`config.mk`:
```
export PLATFORM = sky130hd
export DESIGN_NAME = pipe_fetch
export DESIGN_NICKNAME = d
export VERILOG_FILES = /design/src/rtl/pipe_fetch_pkg.sv /design/src/rtl/fetch_fifo.sv /design/src/rtl/pipe_fetch.sv
export SDC_FILE = /design/constraint.sdc
export NUM_CORES = 1
export LEC_CHECK = 0
export BUFFER_PORTS_ARGS = -buffer_cell sky130_fd_sc_hd__buf_2
export CAP_MARGIN = 40
export CORE_UTILIZATION = 40
export CTS_CLUSTER_DIAMETER = 30
export CTS_CLUSTER_SIZE = 8
export DETAILED_ROUTE_END_ITERATION = 10
export PLACE_DENSITY_LB_ADDON = 0.08
export SLEW_MARGIN = 15
export SYNTH_ARGS = -nofsm -noshare
export SYNTH_HDL_FRONTEND = slang
export SYNTH_SLANG_ARGS = --single-unit
```
`constraint.sdc`:
```
create_clock -name clk -period 7.15 [get_ports clk]
set_clock_uncertainty 0.05 [all_clocks]
set_input_delay 1.0725 -clock clk [delete_from_list [all_inputs] [get_ports clk]]
set_output_delay 1.0725 -clock clk [all_outputs]
set_load 0.01 [all_outputs]
```
`src/rtl/pipe_fetch_pkg.sv`:
```
// Shared CPU definitions: redirect source encodings, reset vector and the
// fetch-queue entry layout used by the fetch stage.
package pipe_fetch_pkg;

  typedef enum logic [1:0] {
    PCSRC_NONE = 2'd0,
    PCSRC_JR   = 2'd1,
    PCSRC_BR   = 2'd2,
    PCSRC_J    = 2'd3
  } pcsrc_e;

  localparam logic [31:0] RESET_PC_DEFAULT = 32'h0000_0000;

  typedef struct packed {
    logic [31:0] inst;
    logic [31:0] pc;
    logic [31:0] pc8;
  } fetch_entry_t;

  localparam int unsigned ENTRY_W = $bits(fetch_entry_t);

endpackage

```
`src/rtl/fetch_fifo.sv`:
```
// Small power-of-two FIFO with synchronous flush; head is read straight from
// the storage flops so it stays stable until popped.
module fetch_fifo #(
  parameter int unsigned WIDTH = 96,
  parameter int unsigned DEPTH = 2
) (
  input  logic                     clk_i,
  input  logic                     resetn_i,
  input  logic                     flush_i,
  input  logic                     push_i,
  input  logic [WIDTH-1:0]         data_i,
  input  logic                     pop_i,
  output logic                     valid_o,
  output logic [WIDTH-1:0]         data_o,
  output logic [$clog2(DEPTH):0]   count_o
);

  localparam int unsigned PW = $clog2(DEPTH);
  localparam logic [PW:0] FULL_CNT = (PW+1)'(DEPTH);

  logic [PW-1:0]    wr_ptr_q, wr_ptr_d;
  logic [PW-1:0]    rd_ptr_q, rd_ptr_d;
  logic [PW:0]      count_q, count_d;
  logic [WIDTH-1:0] mem_q [DEPTH];
  logic             do_push, do_pop;

  // NOTE: every always_comb output gets a default first, so no path can infer a latch.
  always_comb begin
    do_pop   = pop_i && (count_q != '0);
    do_push  = push_i && (count_q != FULL_CNT);
    wr_ptr_d = wr_ptr_q;
    rd_ptr_d = rd_ptr_q;
    count_d  = count_q;
    if (flush_i) begin
      wr_ptr_d = '0;
      rd_ptr_d = '0;
      count_d  = '0;
    end else begin
      if (do_push) wr_ptr_d = wr_ptr_q + PW'(1);
      if (do_pop)  rd_ptr_d = rd_ptr_q + PW'(1);
      count_d = count_q + (PW+1)'(do_push) - (PW+1)'(do_pop);
    end
  end

  // NOTE: sequential state uses non-blocking assignments so every flop samples pre-edge values.
  always_ff @(posedge clk_i) begin
    if (!resetn_i) begin
      wr_ptr_q <= '0;
      rd_ptr_q <= '0;
      count_q  <= '0;
    end else begin
      wr_ptr_q <= wr_ptr_d;
      rd_ptr_q <= rd_ptr_d;
      count_q  <= count_d;
    end
  end

  // NOTE: storage is not reset; valid_o is gated by count, so stale contents never escape.
  always_ff @(posedge clk_i) begin
    if (do_push && !flush_i) mem_q[wr_ptr_q] <= data_i;
  end

  assign valid_o = (count_q != '0);
  assign data_o  = mem_q[rd_ptr_q];
  assign count_o = count_q;

endmodule

```
`src/rtl/pipe_fetch.sv`:
```
// Instruction fetch stage: PC generation, redirect target selection and
// one-cycle-latency IRAM reads feeding a small decoupling queue.
module pipe_fetch
  import pipe_fetch_pkg::*;
#(
  parameter int unsigned ADDR_W   = 10,
  parameter int unsigned QDEPTH   = 2,
  parameter logic [31:0] RESET_PC = RESET_PC_DEFAULT
) (
  input  logic              clk,
  input  logic              resetn,
  output logic              iram_ena,
  output logic [ADDR_W-1:0] iram_addr,
  input  logic [31:0]       iram_rdata,
  input  logic              redirect,
  input  logic [1:0]        pcsource,
  input  logic [31:0]       br_pc,
  input  logic [31:0]       pc_jr,
  input  logic [17:0]       imm18,
  input  logic [27:0]       index28,
  output logic              out_valid,
  input  logic              out_ready,
  output logic [31:0]       out_inst,
  output logic [31:0]       out_pc,
  output logic [31:0]       out_pc8
);

  localparam int unsigned CW = $clog2(QDEPTH) + 1;
  localparam logic [CW:0] QDEPTH_L = (CW+1)'(QDEPTH);

  logic [31:0]   pc_q, pc_d;
  logic          infl_q, infl_d;
  logic [31:0]   infl_pc_q, infl_pc_d;
  logic [31:0]   target_raw, target;
  logic          redirect_go;
  logic          pop;
  logic [CW-1:0] q_count;
  logic [CW:0]   load;
  pcsrc_e        pcsel;
  fetch_entry_t  push_entry, head_entry;

  assign pcsel       = pcsrc_e'(pcsource);
  assign redirect_go = redirect && (pcsel != PCSRC_NONE);

  always_comb begin
    target_raw = pc_jr;
    case (pcsel)
      PCSRC_BR: target_raw = br_pc + {{14{imm18[17]}}, imm18};
      PCSRC_J:  target_raw = {br_pc[31:28], index28};
      default:  target_raw = pc_jr;
    endcase
    target = target_raw & 32'hFFFF_FFFC;
  end

  // Count the head leaving this edge so a draining queue keeps streaming.
  assign pop      = out_valid && out_ready;
  assign load     = {1'b0, q_count} + (CW+1)'(infl_q) - (CW+1)'(pop);
  assign iram_ena = resetn && (load < QDEPTH_L);
  assign iram_addr = pc_q[ADDR_W+1:2];

  always_comb begin
    pc_d      = pc_q;
    infl_d    = 1'b0;
    infl_pc_d = infl_pc_q;
    if (redirect_go) begin
      pc_d = target;
    end else if (iram_ena) begin
      pc_d      = pc_q + 32'd4;
      infl_d    = 1'b1;
      infl_pc_d = pc_q;
    end
  end

  always_ff @(posedge clk) begin
    if (!resetn) begin
      pc_q      <= RESET_PC;
      infl_q    <= 1'b0;
      infl_pc_q <= '0;
    end else begin
      pc_q      <= pc_d;
      infl_q    <= infl_d;
      infl_pc_q <= infl_pc_d;
    end
  end

  // A redirect flushes the queue and also drops any read returning this edge.
  assign push_entry = '{inst: iram_rdata, pc: infl_pc_q, pc8: infl_pc_q + 32'd8};

  fetch_fifo #(
    .WIDTH (ENTRY_W),
    .DEPTH (QDEPTH)
  ) u_fifo (
    .clk_i    (clk),
    .resetn_i (resetn),
    .flush_i  (redirect_go),
    .push_i   (infl_q),
    .data_i   (push_entry),
    .pop_i    (out_ready),
    .valid_o  (out_valid),
    .data_o   (head_entry),
    .count_o  (q_count)
  );

  assign out_inst = head_entry.inst;
  assign out_pc   = head_entry.pc;
  assign out_pc8  = head_entry.pc8;

endmodule

```
==> results.py <==
metrics = {
    "die": {
        "io_pins": 256,
        "fp-row-count": 64,
        "core_mm2": 0.0306,
        "die_area_mm2": 0.0317,
        "die_height_um": 178,
        "die_x_um": 178,
        "floorplan.initialDensity_pct": 40.6,
    },
    "route": {
        "avgRoutedWirePerCell_um": 17.5,
        "ant_nets": 0,
        "drc": 0,
        "wl_um": 30700,
        "drtIter0Drc": 376,
        "via_per_inst": 5.17,
        "vias": 9076,
        "firstDrtPassIters": 5,
    },
    "status": {
        "status": "finished clean",
    },
    "synth": {
        "yosys.area.top_type": "edfxtp_1",
        "synth_warnings": 0,
        "synth_edf_count": 182,
        "yosysMostFrequentCell": "edfxtp_1",
        "synth-async-reset-ratio_pct": 0,
        "ys_types": 73,
        "synthesis.area_mm2": 0.0124,
        "netlist.area_leader.share_pct": 44.1,
        "ys.flop_type": "edfxtp_1",
        "yosys-top-cells-count": "182 x edfxtp_1, 136 x nand2_1, 96 x mux2_2, 66 x dfxtp_1, 52 x xnor2_1",
        "yosysSeqAreaShare_pct": 54.7,
        "synth.ff_latch_count": 248,
        "yosys-top-cells-area": "edfxtp_1 44%, dfxtp_1 11%, mux2_2 8.7%",
        "avgSynthCellArea_um2": 11.5,
        "syn_inst": 1076,
    },
    "sta": {
        "rsz0062_at_grt": "no",
        "finalCritPeriodShare_pct": 62.0,
        "drv_slew": 0,
        "tns_ps": 0,
        "hold_violations": 0,
        "setup_violations": 0,
        "fmax_ghz": 0.225,
        "period_needed_ps": 4440,
        "max_slew_margin_pct": 42.9,
        "tightest_slew_ps": 856,
    },
    "cts": {
        "cts_max_level": 2,
        "clk_latency_ps": 520,
        "cts_buffer_depth": 3,
        "cts_tree": "built",
        "cts_setup_buffers": 0,
        "clk_pin_slew_ps": 50,
        "cts.repair.resized": 0,
        "cts_buffers": 47,
        "clock_sinks": 248,
        "hold_buffers": 0,
        "clockRootBuffer": "clkbuf_16",
    },
    "global_route": {
        "grt_pass1_wl_um": 47600,
        "grt_max_degree": 69,
        "grt_use_total_pct": 19.1,
        "grt_pass1_vias": 8943,
        "antenna_found_initial": 0,
        "grt_remaining_overflow": 0,
    },
    "pwr": {
        "p_leak_uw": 0.00596,
        "power_density_mw_per_mm2": 319,
        "irDropWorstVdd_mv": 0.178,
    },
    "layout": {
        "fillers": 2807,
        "drive_above_1_share_pct": 32.8,
        "num-nets-final": 1508,
        "post-route-util_pct": 50.7,
        "diodes": 0,
        "syn2layout_area_growth_pct": 25.1,
    },
    "setup_path": {
        "crit_fanout": 13,
        "required_ps": 6030,
        "criticalPathCategory": "primary input to output port",
        "cp-end-kind": "output port",
        "crit_arrival_ps": 3310,
        "cp-start-kind": "primary input",
    },
    "place": {
        "dp_hpwl_um": 21900,
        "gp_congestion": 0.880,
        "portBuffers": 247,
    },
    "hold_path": {
        "hold_path.class": "flip-flop to flip-flop",
    },
    "run": {
        "timing.max_cap.violations": 0,
    },
}
cell families after synthesis:
kind of cell | share of synthesized area [%]
muxes | 9.21
adders and majority gates | 3.69
xor gates and xnor gates | 5.01
buffers and inverters | 3.23
DFF | 54.7
and+or+nand+nor | 11.6
other | 0.0302
AOI/OAI and AO/OA | 12.5
critical path: stages:
cell     delay [ps]
buf_2            90
and2_1          160
ha_1            290
inv_1            80
nand2_1          70
fa_1            370
xnor2_1         140
nand3_1         310
inv_1           500
buf_2           230
power breakdown:
group / internal (uW) / total [uW] / switching (uW)
registers: 1770 / 1890 / 116
logic: 441 / 1030 / 591
clock network: 1360 / 2040 / 676
total: 3570 / 4960 / 1380
metrics by stage:
| stage | cell area [um2] | total power [uW] | hold WS, ps | instances | setup slack [ps] |
|---|---|---|---|---|---|
| finish | 15500 | 4960 | 407 | 1755 | 2710 |
| global route | 15500 | 5190 | 430 | 1755 | 2540 |
| global placement | 13900 | 2910 | 386 | 1666 | 2520 |
| detailed placement | 14000 | 2950 | 396 | 1671 | 2680 |
| CTS | 15500 | 5010 | 412 | 1755 | 2680 |
| floorplan | 12400 | 2560 | 375 | 1079 | 787 |
path summary, 6_finish.rpt:
path                                        start                  end  slack, ps  cells after the start
worst min-delay path                 infl_pc_q[2]  u_fifo.mem_q[0][34]        410                      0
worst min register to register       infl_pc_q[2]  u_fifo.mem_q[0][34]        410                      0
worst max register to register  u_fifo.count_o[1]        infl_pc_q[23]       3420                     16
worst max-delay path                    out_ready             iram_ena       2710                     10
metal layers:
layer	part of all wire, %	track usage [%]	vias up
met5	0	0	-
met4	1.7	5.27	0
met3	5.9	3.82	38
met2	46	31.0	300
met1	47	25.9	4259
li1	-	-	4479
layout make-up:
type                            instances  area, um2  share of cell area, %
Inverter                               27        101                  0.653
Clock inverter                         22        211                   1.36
Sequential cell                       248       6790                   43.7
Multi-Input combinational cell        741       5240                   33.8
Clock buffer                           62       1280                   8.28
Tap cell                              396        495                   3.19
Timing Repair Buffer                  259       1400                   9.00
flip-flops by register name, indices dropped and copies added (netlist names), named ones only:
signal           cells
infl_pc_q           30
infl_q               1
pc_q                30
u_fifo.count_o       2
u_fifo.mem_q       182
u_fifo.rd_ptr_q      1
u_fifo.wr_ptr_q      1
cell usage in the layout (no fill, tap or decap), types with 8 or more instances in the layout:
master	n
buf_2	248
edfxtp_1	182
nand2_1	136
mux2_2	96
dfxtp_1	65
xnor2_1	52
clkbuf_16	49
a21oi_1	48
nor2_1	37
o21ai_0	36
ha_1	35
a21boi_0	33
nand3_1	30
inv_1	26
xor2_1	19
nand4_1	15
nor3_1	15
a21o_1	14
and3_1	13
o221ai_1	12
clkbuf_1	12
a31oi_1	11
o211ai_1	11
or3_1	9
and2_1	8
o21a_1	8
o21ai_1	8
(Power assumes the default switching activity.)
